## config.mk

```make
export PLATFORM = sky130hd
export DESIGN_NAME = debug_cmd_seq_flat
export DESIGN_NICKNAME = d
export VERILOG_FILES = /design/src/rtl/debug_cmd_seq_pkg.sv /design/src/rtl/debug_cmd_seq_if.sv /design/src/rtl/debug_cmd_lane.sv /design/src/rtl/debug_cmd_seq.sv /design/src/flat_wrapper.sv
export SDC_FILE = /design/constraint.sdc
export NUM_CORES = 1
export LEC_CHECK = 0
export CAP_MARGIN = 20
export CORE_AREA = 2 2 149 151
export DETAILED_ROUTE_END_ITERATION = 10
export DIE_AREA = 0 0 151 153
export PLACE_DENSITY = 0.9
export SLEW_MARGIN = 0
export SYNTH_ARGS = -nofsm -noshare
export SYNTH_HDL_FRONTEND = slang
export SYNTH_SLANG_ARGS = --single-unit
```

## constraint.sdc

```tcl
create_clock -name clk -period 4.3 [get_ports clk]
set_input_delay 0.86 -clock clk [delete_from_list [all_inputs] [get_ports clk]]
set_output_delay 0.86 -clock clk [all_outputs]
set_load 0.02 [all_outputs]
```

## src/rtl/debug_cmd_seq_pkg.sv

```systemverilog
// Shared debug command definitions.
// Holds the abstract command encodings, field extractors, the executor state
// enum and the decode classes. The field positions match the DM's command
// decoding, so both sides interpret a command word the same way.
package debug_cmd_seq_pkg;

  localparam logic [7:0]  CMD_AAR   = 8'd0;
  localparam logic [7:0]  CMD_AAM   = 8'd2;

  // regno of x0; GPRs occupy GPR_BASE..GPR_BASE+31
  localparam logic [15:0] GPR_BASE  = 16'h1000;
  // regnos below this value address the CSR file directly
  localparam logic [15:0] CSR_LIMIT = 16'h1000;

  localparam logic [1:0]  SIZE_BYTE = 2'd0;
  localparam logic [1:0]  SIZE_HALF = 2'd1;
  localparam logic [1:0]  SIZE_WORD = 2'd2;

  typedef enum logic [2:0] {
    ST_IDLE,
    ST_DECODE,
    ST_RF_READ,
    ST_MEM_REQ,
    ST_MEM_WAIT,
    ST_FINISH
  } state_e;

  // What a captured command resolves to in the DECODE cycle.
  typedef enum logic [2:0] {
    DEC_NONE,    // done with no access and no flag
    DEC_EXC,     // done with exception
    DEC_BUS,     // done with bus error, nothing issued
    DEC_CSR,     // CSR access this cycle
    DEC_GPR_WR,  // GPR write strobe this cycle
    DEC_GPR_RD,  // GPR read, result next cycle
    DEC_MEM      // memory access
  } dec_e;

  function automatic logic [7:0] cmd_type(input logic [31:0] cmd);
    return cmd[31:24];
  endfunction

  function automatic logic [2:0] cmd_size(input logic [31:0] cmd);
    return cmd[22:20];
  endfunction

  function automatic logic cmd_aampostinc(input logic [31:0] cmd);
    return cmd[19];
  endfunction

  function automatic logic cmd_postexec(input logic [31:0] cmd);
    return cmd[18];
  endfunction

  function automatic logic cmd_transfer(input logic [31:0] cmd);
    return cmd[17];
  endfunction

  function automatic logic cmd_write(input logic [31:0] cmd);
    return cmd[16];
  endfunction

  function automatic logic [15:0] cmd_regno(input logic [31:0] cmd);
    return cmd[15:0];
  endfunction

  // Natural alignment check for a memory access of the given size.
  function automatic logic addr_misaligned(input logic [2:0] size,
                                           input logic [1:0] addr_lo);
    logic mis;
    mis = 1'b0;
    case (size)
      3'd1:    mis = addr_lo[0];
      3'd2:    mis = |addr_lo;
      default: mis = 1'b0;
    endcase
    return mis;
  endfunction

endpackage

```

## src/rtl/debug_cmd_seq_if.sv

```systemverilog
// Interfaces of the hart-side debug command executor.
// debug_cmd_seq_if : DM <-> executor command handshake.
//   exec/command/data0_in/data1_in from the DM; data0_out/write/done/
//   exception/bus back to the DM. slave = executor side, master = DM side.
// debug_cmd_seq_mem_if : executor data-memory master port.
//   req/we/addr/size/wdata out, gnt/rvalid/rdata/err back.
//   master = executor side, slave = memory side.
interface debug_cmd_seq_if;
  logic        exec;
  logic [31:0] command;
  logic [31:0] data0_in;
  logic [31:0] data1_in;
  logic [31:0] data0_out;
  logic        write;
  logic        done;
  logic        exception;
  logic        bus;

  modport slave (
    input  exec, command, data0_in, data1_in,
    output data0_out, write, done, exception, bus
  );

  modport master (
    output exec, command, data0_in, data1_in,
    input  data0_out, write, done, exception, bus
  );
endinterface

interface debug_cmd_seq_mem_if;
  logic        mem_req;
  logic        mem_we;
  logic [31:0] mem_addr;
  logic [1:0]  mem_size;
  logic [31:0] mem_wdata;
  logic        mem_gnt;
  logic        mem_rvalid;
  logic [31:0] mem_rdata;
  logic        mem_err;

  modport master (
    output mem_req, mem_we, mem_addr, mem_size, mem_wdata,
    input  mem_gnt, mem_rvalid, mem_rdata, mem_err
  );

  modport slave (
    input  mem_req, mem_we, mem_addr, mem_size, mem_wdata,
    output mem_gnt, mem_rvalid, mem_rdata, mem_err
  );
endinterface

```

## src/rtl/debug_cmd_lane.sv

```systemverilog
// Byte/half lane handling for the debug memory path.
// Ports:
//   i_size     access size (0=byte, 1=half, 2=word)
//   i_addr_lo  byte offset within the word
//   i_rdata    raw 32-bit read word from memory
//   i_wdata    write value, right-aligned
//   o_rdata    selected lane, zero-extended
//   o_wdata    write value replicated across all lanes of its size
module debug_cmd_lane
  import debug_cmd_seq_pkg::*;
(
  input  logic [1:0]  i_size,
  input  logic [1:0]  i_addr_lo,
  input  logic [31:0] i_rdata,
  input  logic [31:0] i_wdata,
  output logic [31:0] o_rdata,
  output logic [31:0] o_wdata
);

  logic [31:0] w_shifted;

  // Move the addressed lane down to bit 0, then trim by size.
  assign w_shifted = i_rdata >> {i_addr_lo, 3'b000};

  always_comb begin
    o_rdata = i_rdata;
    o_wdata = i_wdata;
    case (i_size)
      SIZE_BYTE: begin
        o_rdata = {24'd0, w_shifted[7:0]};
        o_wdata = {4{i_wdata[7:0]}};
      end
      SIZE_HALF: begin
        o_rdata = {16'd0, w_shifted[15:0]};
        o_wdata = {2{i_wdata[15:0]}};
      end
      default: begin
        o_rdata = i_rdata;
        o_wdata = i_wdata;
      end
    endcase
  end

endmodule

```

## src/rtl/debug_cmd_seq.sv

```systemverilog
// Hart-side abstract command executor.
// Executes Access Register (GPR/CSR) and Access Memory commands handed over
// by the debug module and reports completion with done plus an optional
// exception or bus qualifier. cmderr/busy/postincrement/autoexec stay in DM.
// Ports:
//   clk, rst_n        clock, asynchronous active-low reset
//   dm                command handshake with the DM (slave side)
//   mem               data-memory master port
//   o_rf_addr/o_rf_we/o_rf_wdata, i_rf_rdata   GPR file (1-cycle sync read)
//   o_csr_addr/o_csr_re/o_csr_we/o_csr_wdata,
//   i_csr_rdata/i_csr_illegal                  CSR file (combinational)
module debug_cmd_seq
  import debug_cmd_seq_pkg::*;
#(
  parameter int unsigned TimeoutCycles = 64,
  parameter logic [15:0] GprBase       = GPR_BASE
) (
  input  logic                   clk,
  input  logic                   rst_n,
  debug_cmd_seq_if.slave         dm,
  debug_cmd_seq_mem_if.master    mem,
  output logic [4:0]             o_rf_addr,
  output logic                   o_rf_we,
  output logic [31:0]            o_rf_wdata,
  input  logic [31:0]            i_rf_rdata,
  output logic [11:0]            o_csr_addr,
  output logic                   o_csr_re,
  output logic                   o_csr_we,
  output logic [31:0]            o_csr_wdata,
  input  logic [31:0]            i_csr_rdata,
  input  logic                   i_csr_illegal
);

  localparam logic [31:0] WdLimit = TimeoutCycles - 32'd1;

  state_e      r_state, w_state_next;
  logic [31:0] r_cmd;
  logic [31:0] r_data0, w_data0_next;
  logic        r_write, w_write_next;
  logic        r_exc, w_exc_next;
  logic        r_bus, w_bus_next;
  logic [31:0] r_wdog, w_wdog_next;
  logic [31:0] r_mem_addr;
  logic [1:0]  r_mem_size;
  logic        r_mem_we;
  logic [31:0] r_mem_wdata;
  logic        w_mem_load;

  dec_e        w_dec;
  logic [7:0]  w_type;
  logic [2:0]  w_size;
  logic [15:0] w_regno;
  logic [15:0] w_gpr_off;
  logic        w_is_gpr;
  logic        w_is_wr;
  logic        w_wdog_hit;
  logic        w_in_decode;
  logic [31:0] w_lane_rdata;
  logic [31:0] w_lane_wdata;
  logic        w_unused;

  assign w_type    = cmd_type(r_cmd);
  assign w_size    = cmd_size(r_cmd);
  assign w_regno   = cmd_regno(r_cmd);
  assign w_is_wr   = cmd_write(r_cmd);
  assign w_gpr_off = w_regno - GprBase;
  assign w_is_gpr  = (w_regno >= GprBase) && (w_gpr_off < 16'd32);
  assign w_unused  = ^{r_cmd[23], cmd_aampostinc(r_cmd)};

  // Command classification, first matching rule wins.
  always_comb begin
    w_dec = DEC_NONE;
    if (w_type == CMD_AAR) begin
      if (cmd_postexec(r_cmd))       w_dec = DEC_EXC;
      else if (!cmd_transfer(r_cmd)) w_dec = DEC_NONE;
      else if (w_size != 3'd2)       w_dec = DEC_NONE;
      else if (w_regno < CSR_LIMIT)  w_dec = DEC_CSR;
      else if (w_is_gpr)             w_dec = w_is_wr ? DEC_GPR_WR : DEC_GPR_RD;
      else                           w_dec = DEC_EXC;
    end else if (w_type == CMD_AAM) begin
      if (w_size > 3'd2)                                  w_dec = DEC_NONE;
      else if (addr_misaligned(w_size, dm.data1_in[1:0])) w_dec = DEC_BUS;
      else                                                w_dec = DEC_MEM;
    end
  end

  // Strobes fire only while exec is still held, so an aborted command
  // leaves no side effect in the register or CSR file.
  assign w_in_decode = (r_state == ST_DECODE) && dm.exec;

  assign o_csr_re    = w_in_decode && (w_dec == DEC_CSR) && !w_is_wr;
  assign o_csr_we    = w_in_decode && (w_dec == DEC_CSR) && w_is_wr;
  assign o_csr_addr  = (w_in_decode && (w_dec == DEC_CSR)) ? w_regno[11:0] : 12'd0;
  assign o_csr_wdata = o_csr_we ? dm.data0_in : 32'd0;

  assign o_rf_we     = w_in_decode && (w_dec == DEC_GPR_WR);
  assign o_rf_wdata  = o_rf_we ? dm.data0_in : 32'd0;
  // The address must already be valid in DECODE because the read is synchronous.
  assign o_rf_addr   = ((r_state == ST_DECODE &&
                         (w_dec == DEC_GPR_RD || w_dec == DEC_GPR_WR)) ||
                        r_state == ST_RF_READ) ? w_gpr_off[4:0] : 5'd0;

  // >= rather than == so a grant landing on the last allowed cycle still
  // leaves the response phase bounded.
  assign w_wdog_hit = (TimeoutCycles != 0) && (r_wdog >= WdLimit);

  debug_cmd_lane u_lane (
    .i_size    (r_mem_size),
    .i_addr_lo (r_mem_addr[1:0]),
    .i_rdata   (mem.mem_rdata),
    .i_wdata   (r_mem_wdata),
    .o_rdata   (w_lane_rdata),
    .o_wdata   (w_lane_wdata)
  );

  always_comb begin
    w_state_next = r_state;
    w_data0_next = r_data0;
    w_write_next = 1'b0;
    w_exc_next   = r_exc;
    w_bus_next   = r_bus;
    w_wdog_next  = r_wdog;
    w_mem_load   = 1'b0;
    case (r_state)
      ST_IDLE: begin
        w_exc_next = 1'b0;
        w_bus_next = 1'b0;
        if (dm.exec) w_state_next = ST_DECODE;
      end
      ST_DECODE: begin
        if (!dm.exec) begin
          w_state_next = ST_IDLE;
        end else begin
          w_state_next = ST_FINISH;
          case (w_dec)
            DEC_EXC: w_exc_next = 1'b1;
            DEC_BUS: w_bus_next = 1'b1;
            DEC_CSR: begin
              if (i_csr_illegal) begin
                w_exc_next = 1'b1;
              end else if (!w_is_wr) begin
                w_data0_next = i_csr_rdata;
                w_write_next = 1'b1;
              end
            end
            DEC_GPR_RD: w_state_next = ST_RF_READ;
            DEC_MEM: begin
              w_mem_load   = 1'b1;
              w_wdog_next  = 32'd0;
              w_state_next = ST_MEM_REQ;
            end
            default: ;
          endcase
        end
      end
      ST_RF_READ: begin
        if (!dm.exec) begin
          w_state_next = ST_IDLE;
        end else begin
          w_data0_next = i_rf_rdata;
          w_write_next = 1'b1;
          w_state_next = ST_FINISH;
        end
      end
      ST_MEM_REQ: begin
        if (!dm.exec) begin
          w_state_next = ST_IDLE;
        end else if (mem.mem_gnt) begin
          w_wdog_next  = r_wdog + 32'd1;
          w_state_next = ST_MEM_WAIT;
        end else if (w_wdog_hit) begin
          w_bus_next   = 1'b1;
          w_state_next = ST_FINISH;
        end else begin
          w_wdog_next  = r_wdog + 32'd1;
        end
      end
      ST_MEM_WAIT: begin
        if (!dm.exec) begin
          w_state_next = ST_IDLE;
        end else if (mem.mem_rvalid) begin
          w_state_next = ST_FINISH;
          if (mem.mem_err) begin
            w_bus_next = 1'b1;
          end else if (!r_mem_we) begin
            w_data0_next = w_lane_rdata;
            w_write_next = 1'b1;
          end
        end else if (w_wdog_hit) begin
          w_bus_next   = 1'b1;
          w_state_next = ST_FINISH;
        end else begin
          w_wdog_next  = r_wdog + 32'd1;
        end
      end
      ST_FINISH: w_state_next = ST_IDLE;
      default:   w_state_next = ST_IDLE;
    endcase
  end

  always_ff @(posedge clk or negedge rst_n) begin
    if (!rst_n) begin
      r_state     <= ST_IDLE;
      r_cmd       <= 32'd0;
      r_data0     <= 32'd0;
      r_write     <= 1'b0;
      r_exc       <= 1'b0;
      r_bus       <= 1'b0;
      r_wdog      <= 32'd0;
      r_mem_addr  <= 32'd0;
      r_mem_size  <= 2'd0;
      r_mem_we    <= 1'b0;
      r_mem_wdata <= 32'd0;
    end else begin
      r_state <= w_state_next;
      r_data0 <= w_data0_next;
      r_write <= w_write_next;
      r_exc   <= w_exc_next;
      r_bus   <= w_bus_next;
      r_wdog  <= w_wdog_next;
      if (r_state == ST_IDLE && dm.exec) r_cmd <= dm.command;
      // Request fields are frozen for the whole request phase.
      if (w_mem_load) begin
        r_mem_addr  <= dm.data1_in;
        r_mem_size  <= w_size[1:0];
        r_mem_we    <= w_is_wr;
        r_mem_wdata <= dm.data0_in;
      end
    end
  end

  assign dm.data0_out  = r_data0;
  assign dm.write      = r_write;
  assign dm.done       = (r_state == ST_FINISH);
  assign dm.exception  = dm.done && r_exc;
  assign dm.bus        = dm.done && r_bus && !r_exc;

  assign mem.mem_req   = (r_state == ST_MEM_REQ);
  assign mem.mem_we    = r_mem_we;
  assign mem.mem_addr  = r_mem_addr;
  assign mem.mem_size  = r_mem_size;
  assign mem.mem_wdata = w_lane_wdata;

endmodule

```

## src/flat_wrapper.sv

```systemverilog
// flat-port wrapper written by rule: the top's interface ports become plain ports
module debug_cmd_seq_flat import debug_cmd_seq_pkg::*;
#(
  parameter int unsigned TimeoutCycles = 64,
  parameter logic [15:0] GprBase       = GPR_BASE
)
  (clk, rst_n, o_rf_addr, o_rf_we, o_rf_wdata, i_rf_rdata, o_csr_addr, o_csr_re, o_csr_we, o_csr_wdata, i_csr_rdata, i_csr_illegal, dm_exec, dm_command, dm_data0_in, dm_data1_in, dm_data0_out, dm_write, dm_done, dm_exception, dm_bus, mem_mem_req, mem_mem_we, mem_mem_addr, mem_mem_size, mem_mem_wdata, mem_mem_gnt, mem_mem_rvalid, mem_mem_rdata, mem_mem_err);
  debug_cmd_seq_if dm_i ();
  debug_cmd_seq_mem_if mem_i ();
  input  logic clk;
  input  logic rst_n;
  output logic [4:0] o_rf_addr;
  output logic o_rf_we;
  output logic [31:0] o_rf_wdata;
  input  logic [31:0] i_rf_rdata;
  output logic [11:0] o_csr_addr;
  output logic o_csr_re;
  output logic o_csr_we;
  output logic [31:0] o_csr_wdata;
  input  logic [31:0] i_csr_rdata;
  input  logic i_csr_illegal;
  input wire logic [$bits(dm_i.exec)-1:0] dm_exec;
  input wire logic [$bits(dm_i.command)-1:0] dm_command;
  input wire logic [$bits(dm_i.data0_in)-1:0] dm_data0_in;
  input wire logic [$bits(dm_i.data1_in)-1:0] dm_data1_in;
  output wire logic [$bits(dm_i.data0_out)-1:0] dm_data0_out;
  output wire logic [$bits(dm_i.write)-1:0] dm_write;
  output wire logic [$bits(dm_i.done)-1:0] dm_done;
  output wire logic [$bits(dm_i.exception)-1:0] dm_exception;
  output wire logic [$bits(dm_i.bus)-1:0] dm_bus;
  output wire logic [$bits(mem_i.mem_req)-1:0] mem_mem_req;
  output wire logic [$bits(mem_i.mem_we)-1:0] mem_mem_we;
  output wire logic [$bits(mem_i.mem_addr)-1:0] mem_mem_addr;
  output wire logic [$bits(mem_i.mem_size)-1:0] mem_mem_size;
  output wire logic [$bits(mem_i.mem_wdata)-1:0] mem_mem_wdata;
  input wire logic [$bits(mem_i.mem_gnt)-1:0] mem_mem_gnt;
  input wire logic [$bits(mem_i.mem_rvalid)-1:0] mem_mem_rvalid;
  input wire logic [$bits(mem_i.mem_rdata)-1:0] mem_mem_rdata;
  input wire logic [$bits(mem_i.mem_err)-1:0] mem_mem_err;
  assign dm_i.exec = dm_exec;
  assign dm_i.command = dm_command;
  assign dm_i.data0_in = dm_data0_in;
  assign dm_i.data1_in = dm_data1_in;
  assign dm_data0_out = dm_i.data0_out;
  assign dm_write = dm_i.write;
  assign dm_done = dm_i.done;
  assign dm_exception = dm_i.exception;
  assign dm_bus = dm_i.bus;
  assign mem_mem_req = mem_i.mem_req;
  assign mem_mem_we = mem_i.mem_we;
  assign mem_mem_addr = mem_i.mem_addr;
  assign mem_mem_size = mem_i.mem_size;
  assign mem_mem_wdata = mem_i.mem_wdata;
  assign mem_i.mem_gnt = mem_mem_gnt;
  assign mem_i.mem_rvalid = mem_mem_rvalid;
  assign mem_i.mem_rdata = mem_mem_rdata;
  assign mem_i.mem_err = mem_mem_err;
  debug_cmd_seq #(.TimeoutCycles(TimeoutCycles), .GprBase(GprBase)) u_core (.clk(clk), .rst_n(rst_n), .dm(dm_i), .mem(mem_i), .o_rf_addr(o_rf_addr), .o_rf_we(o_rf_we), .o_rf_wdata(o_rf_wdata), .i_rf_rdata(i_rf_rdata), .o_csr_addr(o_csr_addr), .o_csr_re(o_csr_re), .o_csr_we(o_csr_we), .o_csr_wdata(o_csr_wdata), .i_csr_rdata(i_csr_rdata), .i_csr_illegal(i_csr_illegal));
endmodule
```

After elaboration in Yosys (flattened, before gate mapping). Cells that the tools add are included.

Bits in registers: 169. Output and inout bits: 188.

Add/subtract/negate cells: 2. Order comparisons: 5. Equality and inequality tests: 34. Shifts and indexed selects: 1. Mux-type cells: 74. Reduce and logical (&&, ||, !) cells: 27.

Operators by type and width (count): 2-to-1 mux 32 bit (18); case mux 32 bit (3 select lines) (2); case mux 32 bit (2 select lines) (2); 2-to-1 mux 3 bit (17); adder 32 x 1 -> 32 bit (second input constant) (1); greater-or-equal comparator 32 x 6 -> 1 bit (second input constant) (1); >> shifter 32 x 5 -> 16 bit (1); != test 2 bit (second input constant) (15); 2-to-1 mux 1 bit (26); greater-or-equal comparator 16 x 13 -> 1 bit (second input constant) (1); < comparator 16 x 13 -> 1 bit (second input constant) (1); < comparator 16 x 6 -> 1 bit (second input constant) (1); subtractor 16 x 13 -> 16 bit (second input constant) (1); == test 3 x 2 -> 1 bit (second input constant) (5); == test 3 bit (second input constant) (5); case mux 3 bit (5 select lines) (1); 2-to-1 mux 12 bit (1); logical AND 1 bit (11); AND reduction 10 bit (1); == test 3 x 1 -> 1 bit (second input constant) (3); != test 3 bit (second input constant) (3); == test 8 x 2 -> 1 bit (second input constant) (1); zero test 8 bit (1); AND reduction 7 bit (1); other kinds (18) (23).

Logic depth before layout (Yosys ltp). Gate-level depths: netlist of the first run.

Word-level depth: 14. Depth in mapped cells: 9. Depth with buffers taken out: 6.

Hierarchy. A second synthesis of the first run with hierarchy kept.

Cell total of the unflattened synthesis: 1075. Area total of the unflattened synthesis: 9344.0 µm².

Modules (own cells, without submodules): debug_cmd_seq (instances 1, cells an instance 928, area each 8270.4 µm²); debug_cmd_lane (instances 1, cells an instance 147, area each 1073.5 µm²).

Worst setup path before layout of the first run. No wires, ideal clock.

Kind: in2out. Start point: in dm_exec. End point: out o_csr_wdata[0]. Arrival: 2.710 ns. Path slack: 0.730 ns. Stages on the path: 6. Path through: clkbuf_1 > nand3_1 > or3_1 > or4b_1 > buf_6 > nor3_1.

Longest elaborated chain between the ends: 4.

RTL lines: start, declared (RTL line flat_wrapper.sv:22) `input wire logic [$bits(dm_i.exec)-1:0] dm_exec;`; logical AND 1 bit (RTL line debug_cmd_seq.sv:89) `assign w_in_decode = (r_state == ST_DECODE) && dm.exec;`; logical AND 1 bit (2 in series) (RTL line debug_cmd_seq.sv:92) `assign o_csr_we = w_in_decode && (w_dec == DEC_CSR) && w_is_wr;`; 2-to-1 mux 32 bit (RTL line debug_cmd_seq.sv:94) `assign o_csr_wdata = o_csr_we ? dm.data0_in : 32'd0;`; end, declared (RTL line flat_wrapper.sv:19) `output logic [31:0] o_csr_wdata;`.

Every way passes these cells.

Worst setup path in the final report of the first run.
Start point: in dm_exec. End point: out o_csr_addr[2].

Longest elaborated chain between the ends: 3.

RTL lines: logical AND 1 bit (RTL line debug_cmd_seq.sv:89); logical AND 1 bit (RTL line debug_cmd_seq.sv:93) `assign o_csr_addr = (w_in_decode && (w_dec == DEC_CSR)) ? w_regno[11:0] : 12'd0;`; 2-to-1 mux 12 bit (RTL line debug_cmd_seq.sv:93); end, declared (RTL line flat_wrapper.sv:16) `output logic [11:0] o_csr_addr;`.

Every way passes these cells.

==> results of run 1 <==
## registers in the layout, summed over array words and instances (netlist names)
| name | cells |
|---|---|
| u_core.dm.data0_out | 32 |
| u_core.mem.mem_addr | 32 |
| u_core.r_mem_wdata | 32 |
| u_core.r_wdog | 32 |
| u_core.r_cmd | 30 |
| u_core.r_state | 3 |
| u_core.mem.mem_size | 2 |
| u_core.dm.write | 1 |
| u_core.mem.mem_we | 1 |
| u_core.r_bus | 1 |
| u_core.r_exc | 1 |
## cell type report
class / instances / area share
multi-input cells: 652 / 0.335
inverters: 53 / 0.0141
flip-flops and latches: 167 / 0.296
clock buffers: 22 / 0.0336
repair buffers: 408 / 0.290
clock inverters: 9 / 0.00656
diodes: 3 / 0.000532
well taps: 280 / 0.0248
## critical path, cell delays in order
cell	delay [ns]
clkdlybuf4s50_1	0.56
nand3_1	0.13
or3_1	0.36
or4b_4	0.53
buf_4	0.23
nor2_4	0.09
clkdlybuf4s50_1	0.60
## how the worst max path moves through the flow
stage	from	to	cells after the start
3_3_place_gp	dm_exec	o_csr_wdata[31]	7
6_report	dm_exec	o_csr_addr[2]	7
4_1_cts	dm_exec	o_csr_wdata[22]	7
5_1_grt	dm_exec	o_csr_addr[2]	7
3_5_place_dp	dm_exec	o_csr_wdata[4]	7
2_1_floorplan	dm_exec	o_csr_wdata[0]	6
## cell usage in the layout, fill, tap and decap left out, types with 3 or more instances in the layout
master	n
o31ai_1	14
a21o_1	3
nor3_4	3
mux2i_1	17
buf_4	40
clkdlybuf4s50_1	320
clkbuf_16	17
dlygate4sd2_1	9
o221ai_1	8
mux2_1	6
nand4_1	9
nor3b_1	4
buf_12	3
a21oi_1	47
nand3_1	22
nor2_4	10
a31oi_1	34
inv_1	52
nor2_1	61
nand2_1	58
a22oi_1	8
dlymetal6s2s_1	35
mux2_2	93
o21ai_0	44
clkinvlp_4	3
o21a_1	5
diode_2	3
nor3_1	20
nor2_2	5
nor3_2	24
clkbuf_8	3
nor4b_1	6
and2_1	46
and4_1	8
nor4_1	11
a41oi_1	10
and3_1	8
a222oi_1	24
nand2b_1	5
dfrtp_1	167
## power breakdown
part | total (mW) | internal, mW | switching [mW]
combinational | 1.31 | 0.615 | 0.696
clock | 1.50 | 0.846 | 0.649
sequential | 1.95 | 1.79 | 0.162
total | 4.76 | 3.25 | 1.51
## logic make-up (layout without fill, tap and decap cells)
logic type,count (synthesis),after routing,share of synthesized area
AND/OR/NAND/NOR,321,321,0.204
AO/OA/AOI/OAI,214,214,0.153
flip-flops,167,167,0.441
buffers and inverters,134,492,0.0656
multiplexers,116,116,0.136
adder cells (fa/ha/maj),1,1,0.00132
other,0,3,0
## per-layer routing
metal | global-route usage | vias to the layer above
met3 | 0.107 | 89
met1 | 0.394 | 4591
met4 | 0.147 | 4
met2 | 0.509 | 517
met5 | 0 | -
li1 | - | 4179
==> impl_metrics.json, run 1 <==
{
  "grt-ovfl-total": 0,
  "p_per_area_nw_per_um2": 337,
  "rsz0062_at_grt": "no",
  "clk_pin_slew_ns": 0.06,
  "drt_iter0_drc": 919,
  "seqCellArea_um2": 4180,
  "coreArea_um2": 21500,
  "min_period_ns": 4.22,
  "worst_pin_slew_ns": 0.932,
  "hold_path_class": "flip-flop to flip-flop",
  "drv_cap": 0,
  "hold_ws_ns": 0.486,
  "fin_crit_sh": 0.982,
  "status": "finished, final reports clean",
  "finalSetupViolCount": 0,
  "portBuffers": 384,
  "remaining_drc_errors": 0,
  "placed_area_um2": 13500,
  "clock_skew_ns": 0.0137,
  "required_ns": 3.44,
  "reg2reg_from": "u_core.r_state[2]$_DFFE_PN0P_",
  "synth_cells": 953,
  "syn_nets": 1153,
  "grtUsageTotal": 0.321,
  "io_pins": 387,
  "crit_type": "input pin to output port",
  "cts_buffers": 17,
  "wirelength_um": 37600,
  "ant_nets": 0,
  "clockBufferDepth": 2,
  "r2r_cells": 5,
  "min_path_cells": 2,
  "grt_max_degree": 92,
  "fill_cells": 1643,
  "cts_htree_levels": 4,
  "cts_tree": "done",
  "finalMaxSlewViolations": 0,
  "wl_met2_um": 17700,
  "gpl.final_weighted_congestion": 0.968,
  "critPathLaunchType": "input pin",
  "end_kind": "output port",
  "ys_async_sr_fraction": 1.00,
  "leakagePower_nw": 6.46,
  "ys_top_cells_by_area": "dfrtp_1, mux2_2, and2_1, a21oi_1, a222oi_1",
  "dieArea_um2": 23100,
  "min_from": "u_core.r_bus$_DFFE_PN0P_",
  "syn_area_um2": 9480,
  "postSynthAreaPerCell_um2": 9.95,
  "yosys.cell_types.count": 66,
  "place_ws_ns": -0.0943,
  "grt_pass1_vias": 9416,
  "cts_setup_buffers": 0,
  "maxSlewHeadroom": 0.378,
  "synth_top_area_cell": "dfrtp_1",
  "finalNonFillerCells": 1594,
  "synth_enable_flop_cells": 0,
  "holdPathEnd": "u_core.r_bus$_DFFE_PN0P_",
  "path_max_fanout": 9,
  "fin_area_um2": 14100,
  "ir_drop_v": 0.000318,
  "fin_util": 0.657,
  "drtPass1Iterations": 6,
  "areaGrowthSynthToFinish_pct": 48.9,
  "grt_pass1_wl_um": 55700,
  "nets": 1499,
  "yosys_warnings": 0,
  "clock_sinks": 167,
  "fin_tns_setup_ns": 0,
  "core.rowCount": 54,
  "fmax_mhz": 237,
  "met3_length_um": 3940,
  "multi_input_area_um2": 4720,
  "hpwl_um": 28700,
  "drive_above_1_share": 0.169,
  "wl_met1_um": 14300,
  "clk_latency_ns": 0.43,
  "top_layer": "met5",
  "start_util": 0.441,
  "yosysMostFrequentCell": "dfrtp_1",
  "cts_resized": 9,
  "fin_ws_ns": 0.0787,
  "r2r-end": "u_core.r_wdog[22]$_DFFE_PN0P_",
  "viasPerCell": 5.88,
  "vias": 9380,
  "place_inst": 1560,
  "total_power_mw": 4.76,
  "die_h_um": 153,
  "synth_top_area_frac": 0.441,
  "root_buffer": "clkbuf_16",
  "ys.flop_type": "dfrtp_1",
  "ys_ff_latch": 167,
  "ctsHoldBuffers": 0,
  "die_w_um": 151,
  "timing_hold_violations_final": 0,
  "wl_per_cell_um": 23.6,
  "reg2reg_slack_ns": 1.39,
  "antenna_found_initial": 6,
  "arrival_ns": 3.36,
  "yosys-top-cells-count": "dfrtp_1, mux2_2, nor2_1",
  "synth-seq-area-share": 0.441
}
No activity file was read; power rests on OpenSTA's default activity.
==> inputs of run 2 (changes only) <==
--- a/config.mk
+++ b/config.mk
@@ -10,4 +10,5 @@
 export DETAILED_ROUTE_END_ITERATION = 10
 export DIE_AREA = 0 0 151 153
+export MAX_ROUTING_LAYER = met4
 export PLACE_DENSITY = 0.9
 export SLEW_MARGIN = 0
==> constraint.sdc (replaced) <==
create_clock -name clk -period 4.3 [get_ports clk]
set_input_delay 0.43 -clock clk [delete_from_list [all_inputs] [get_ports clk]]
set_output_delay 0.43 -clock clk [all_outputs]
set_load 0.02 [all_outputs]
==> run 2 against run 1 <==
  * Final area shrank 0.38%
  * Sequential power is essentially flat
  * Power grew 0.70%
  * Routed wire length shrank 0.57%
  * Flip-flop and latch count is the same
  * Global-route usage grew 0.27 points
  * Worst setup slack gained 0.25 ns
  * Maximum frequency grew 6.3%
  * Register-to-register slack lost 0.14 ns
  * Sequential share of layout area grew 0.11 points
  * Clock power is essentially flat
  * Clock skew shrank 0.0038 ns
==> impl_metrics.json, run 2 (synthesis results as in run 1) <==
{
  "grt_max_degree": 86,
  "die_w_um": 151,
  "cts_setup_buffers": 0,
  "hold_path_class": "input pin to asynchronous set/reset pin",
  "antenna_found_initial": 8,
  "grt_pass1_wl_um": 54200,
  "cts_tree": "done",
  "clk_pin_slew_ns": 0.07,
  "ir_drop_v": 0.000263,
  "ant_nets": 0,
  "finalMaxSlewViolations": 0,
  "cts_resized": 0,
  "io_pins": 387,
  "ctsHoldBuffers": 0,
  "grtUsageTotal": 0.323,
  "timing_hold_violations_final": 0,
  "clockBufferDepth": 2,
  "grt-ovfl-total": 0,
  "hpwl_um": 28400,
  "p_per_area_nw_per_um2": 341,
  "nets": 1494,
  "wirelength_um": 37400,
  "remaining_drc_errors": 0,
  "areaGrowthSynthToFinish_pct": 48.3,
  "rsz0062_at_grt": "no",
  "worst_pin_slew_ns": 1.01,
  "layout_commonest_cell": "clkdlybuf4s50_1",
  "viasPerCell": 5.90,
  "path_max_fanout": 27,
  "wl_per_cell_um": 23.5,
  "cts_htree_levels": 4,
  "fmax_mhz": 252,
  "required_ns": 3.87,
  "clock_skew_ns": 0.00985,
  "vias": 9380,
  "drv_cap": 0,
  "total_power_mw": 4.79,
  "clk_latency_ns": 0.43,
  "fin_crit_sh": 0.924,
  "grt_pass1_vias": 9085,
  "arrival_ns": 3.54,
  "final_cell_mix": "clkdlybuf4s50_1, dfrtp_1, mux2_2, nor2_1, nand2_1",
  "leakagePower_nw": 5.71,
  "min_period_ns": 3.97,
  "drt_iter0_drc": 916,
  "finalSetupViolCount": 0,
  "coreArea_um2": 21500,
  "start_util": 0.441,
  "fin_tns_setup_ns": 0,
  "status": "finished, final reports clean",
  "crit_type": "flip-flop to output port",
  "die_h_um": 153,
  "drive_above_1_share": 0.152,
  "portBuffers": 384,
  "core.rowCount": 54,
  "maxSlewHeadroom": 0.329,
  "dieArea_um2": 23100,
  "root_buffer": "clkbuf_16",
  "gpl.final_weighted_congestion": 0.994,
  "clock_sinks": 167,
  "cts_buffers": 17,
  "drtPass1Iterations": 9,
  "critPathLaunchType": "flip-flop",
  "end_kind": "output port",
  "r2r_cells": 5
}
-- run 2: cell types whose count changed in the layout (fill, tap and decap cells not counted), moves of 2 or more --
cell / before / now
clkdlybuf4s50_1: 320 / 383
dlygate4sd2_1: 9 / 0
buf_4: 40 / 16
dlymetal6s2s_1: 35 / 0
clkbuf_1: 2 / 0
inv_6: 2 / 4
clkbuf_8: 3 / 1
inv_8: 0 / 3
-- run 2: final cells by class --
class                           count  area (um^2)
Tap cell                          280          350
Clock buffer                       18          439
Timing Repair Buffer              403         4030
Fill cell                        1630         7420
Antenna cell                        3         7.51
Inverter                           53          199
Multi-Input combinational cell    652         4720
Sequential cell                   167         4180
Clock inverter                     13          136
-- run 2: through the flow --
step / setup slack [ns] / hold slack [ns] / utilization / area [um^2] / instances
after floorplan: 1.53 / 0.134 / - / 9480 / 953
after global placement: 0.658 / 0.464 / 0.626 / 13500 / 1554
after detailed placement: 0.642 / 0.478 / 0.626 / 13500 / 1554
after CTS: 0.326 / 0.0672 / 0.653 / 14000 / 1585
after global routing: 0.0821 / 0.0961 / 0.654 / 14100 / 1589
final: 0.328 / 0.0222 / 0.654 / 14100 / 1589
-- run 2: worst paths after layout --
kind | from | slack [ns] | end
hold / removal | rst_n | 0.02 | u_core.dm.data0_out[30]$_DFFE_PN0P_
setup / recovery | u_core.r_cmd[29]$_DFFE_PN0P_ | 0.33 | o_csr_wdata[4]
min in group clk | u_core.r_bus$_DFFE_PN0P_ | 0.49 | u_core.r_bus$_DFFE_PN0P_
hold reg to reg | u_core.r_bus$_DFFE_PN0P_ | 0.49 | u_core.r_bus$_DFFE_PN0P_
setup reg to reg | u_core.r_state[0]$_DFFE_PN0P_ | 1.25 | u_core.r_wdog[17]$_DFFE_PN0P_
max in group asynchronous | rst_n | 3.30 | u_core.r_mem_wdata[25]$_DFFE_PN0P_
-- run 2: critical path, cell delays in order, from the launching register on --
cell and delay, ns:
dfrtp_1 0.41, nor4_4 0.41, nand2_4 0.14, or3_1 0.40, or4b_4 0.67, buf_12 0.25, nor3_1 0.17, clkdlybuf4s50_1 0.65
-- run 2: metal layers --
metal  track usage  part of all wire
met5             -                 0
met1         0.410              0.39
met4         0.123             0.032
met2         0.495              0.47
met3        0.0860              0.10
-- run 2: power breakdown --
group	leakage [nW]	total (mW)	switching (mW)	internal [mW]
combinational	3.24	1.32	0.702	0.618
clock	0.280	1.52	0.694	0.830
sequential	2.19	1.95	0.159	1.79
==> inputs of run 3 (changes only) <==
Settings changed: SLEW_MARGIN 0 to default.
==> results of run 3 <==
Final layout, timing and power as in run 2 (identical DEF).
==> RTL change (flow settings as in run 2) <==
Take the reset off `r_data0` and load it in a clocked block of its own.
--- a/src/rtl/debug_cmd_seq.sv
+++ b/src/rtl/debug_cmd_seq.sv
@@ -203,5 +203,4 @@
       r_state     <= ST_IDLE;
       r_cmd       <= 32'd0;
-      r_data0     <= 32'd0;
       r_write     <= 1'b0;
       r_exc       <= 1'b0;
@@ -214,5 +213,4 @@
     end else begin
       r_state <= w_state_next;
-      r_data0 <= w_data0_next;
       r_write <= w_write_next;
       r_exc   <= w_exc_next;
@@ -230,4 +228,8 @@
   end
 
+  always_ff @(posedge clk) begin
+    r_data0 <= w_data0_next;
+  end
+
   assign dm.data0_out  = r_data0;
   assign dm.write      = r_write;
Function: differs if rst_n is asserted again (counterexample within 4 cycles, from zero or initial values and one cycle with rst_n low); with rst_n held inactive, the same outputs for 4 cycles.
==> RTL change against run 2 <==
- wire length decreased by 7.2%
- synthesized area decreased by 2.6%
- highest routed layer unchanged
- power decreased by 13%
- sequential cell count unchanged
- cell area decreased by 0.95%
- clock power increased by 4%
- count of clock-buffer cells in the layout unchanged
- setup slack got worse by 0.12 ns
==> RTL change: results (changes against run 2) <==
* Number of antenna violations at the first check in global routing at 2 (-6)
* Multi-input combinational gate total at 638 (-2.1%)
* Met1 track utilization from global routing at 36.7% (-4.3 points)
* Number of inverters outside the clock class in the layout at 12 (-77%)
* Wire length on met1 at 13,600 um (-7.8%)
* DR vias/cell at 5.88 (-0.42%)
* Average wire per cell in the routed design at 22.6 um (-3.8%)
* Result of the run: completed
* Post-detailed-placement half-perimeter wirelength at 26,300 um (-7.4%)
* Power drawn by the combinational cells at 0.761 mW (-42%)
* Met3 track demand over resource at 7.55% (-1.0 points)
* Non-Clock Buffer Area Fraction at 28.7% (+0.042 points)
* Relative contribution of combinational cells to total power at 18.2% (-9.3 points)
* Total track usage at 30.3% (-2.0 points)
* Adder and majority cell fraction of the synthesized area at 0.136% (+0.0036 points)
* Count of flip-flops and latches at 167 (unchanged)
* Net count, final at 1,439 (-3.7%)
* Fraction of layout instances using a drive strength above 1 at 14.9% (-0.37 points)
* Commonest cells in the synthesized netlist: sky130_fd_sc_hd__dfrtp_1, sky130_fd_sc_hd__mux2_2, sky130_fd_sc_hd__nand2_1, sky130_fd_sc_hd__and2_1, sky130_fd_sc_hd__clkbuf_1
* Internal power summed over all cells at 3.01 mW (-7.1%)
* Post-placement worst setup slack at 0.645 ns (+0.00321 ns)
* WP data arrival at 3.66 ns (+0.12 ns)
* Relative area of clock buffers and inverters in the final design at 4.34% (+0.25 points)
* Global routing met2 resource utilization at 48.6% (-0.89 points)
* Number of global-route vias before repair at 9,004 (-0.89%)
* Placer Congestion at 0.959 (-3.5%)
* Sequential Power Share at 44.1% (+3.4 points)
* Register share of the cell area at 31.2% (+1.4 points)
* Cell leakage power at 5.72 nW (+0.15%)
* Largest net degree at the start of global routing at 91 (+5.8%)
* Worst clock skew at 0.0181 ns (+0.00824 ns)
* Unique masters post-synth at 64 (-3.0%)
* Crit path max fanout at 45 (+67%)
* Mapped Nets at 1,088 (-5.6%)
* 1st-pass router iterations at 5 (-4)
* Delay contributed by the slowest stage of the critical path at 0.62 ns (-0.05 ns)
RTL change: cell count changes in the layout (fill, tap and decap cells not counted), sizes merged, moves of 26 or more:
cell | before | now
nor3 | 47 | 16
inv | 59 | 17
o21ai | 45 | 19
edfxtp | 0 | 32
nor2 | 76 | 33
and3 | 8 | 43
dfrtp | 167 | 135
a31oi | 34 | 7
RTL change: path summary, 6_finish.rpt:
| path | slack (ns) | depth (start not counted) | startpoint | endpoint |
|---|---|---|---|---|
| worst min register to register | 0.50 | 1 | u_core.r_mem_wdata[31]$_DFFE_PN0P_ | u_core.r_mem_wdata[31]$_DFFE_PN0P_ |
| max in group asynchronous | 3.27 | 2 | rst_n | u_core.r_wdog[25]$_DFFE_PN0P_ |
| worst max-delay path | 0.21 | 7 | u_core.r_cmd[29]$_DFFE_PN0P_ | o_csr_wdata[16] |
| min in group clk | 0.50 | 1 | u_core.r_mem_wdata[31]$_DFFE_PN0P_ | u_core.r_mem_wdata[31]$_DFFE_PN0P_ |
| worst max register to register | 1.16 | 5 | u_core.r_state[0]$_DFFE_PN0P_ | u_core.r_wdog[17]$_DFFE_PN0P_ |
| worst min-delay path | 0.04 | 1 | rst_n | u_core.r_cmd[10]$_DFFE_PN0P_ |
RTL change: what timing repair did:
item | in CTS | in global routing
setup endpoints to repair | 0 | 44
gates resized for setup | 0 | 1
buffers inserted | 0 | 0
RTL change: per-stage QoR:
step	utilization, %	cell area, sq um
6_report	64.8	13900
5_1_grt	64.8	13900
4_1_cts	64.8	13900
3_5_place_dp	62.0	13300
3_3_place_gp	62.0	13300
2_1_floorplan	-	9240
RTL change: kinds of logic after synthesis:
family | Yosys count
buffers and inverters | 83
flip-flops | 167
AND/OR/NAND/NOR | 340
AO/OA/AOI/OAI | 168
adder cells (fa/ha/maj) | 1
multiplexers | 129
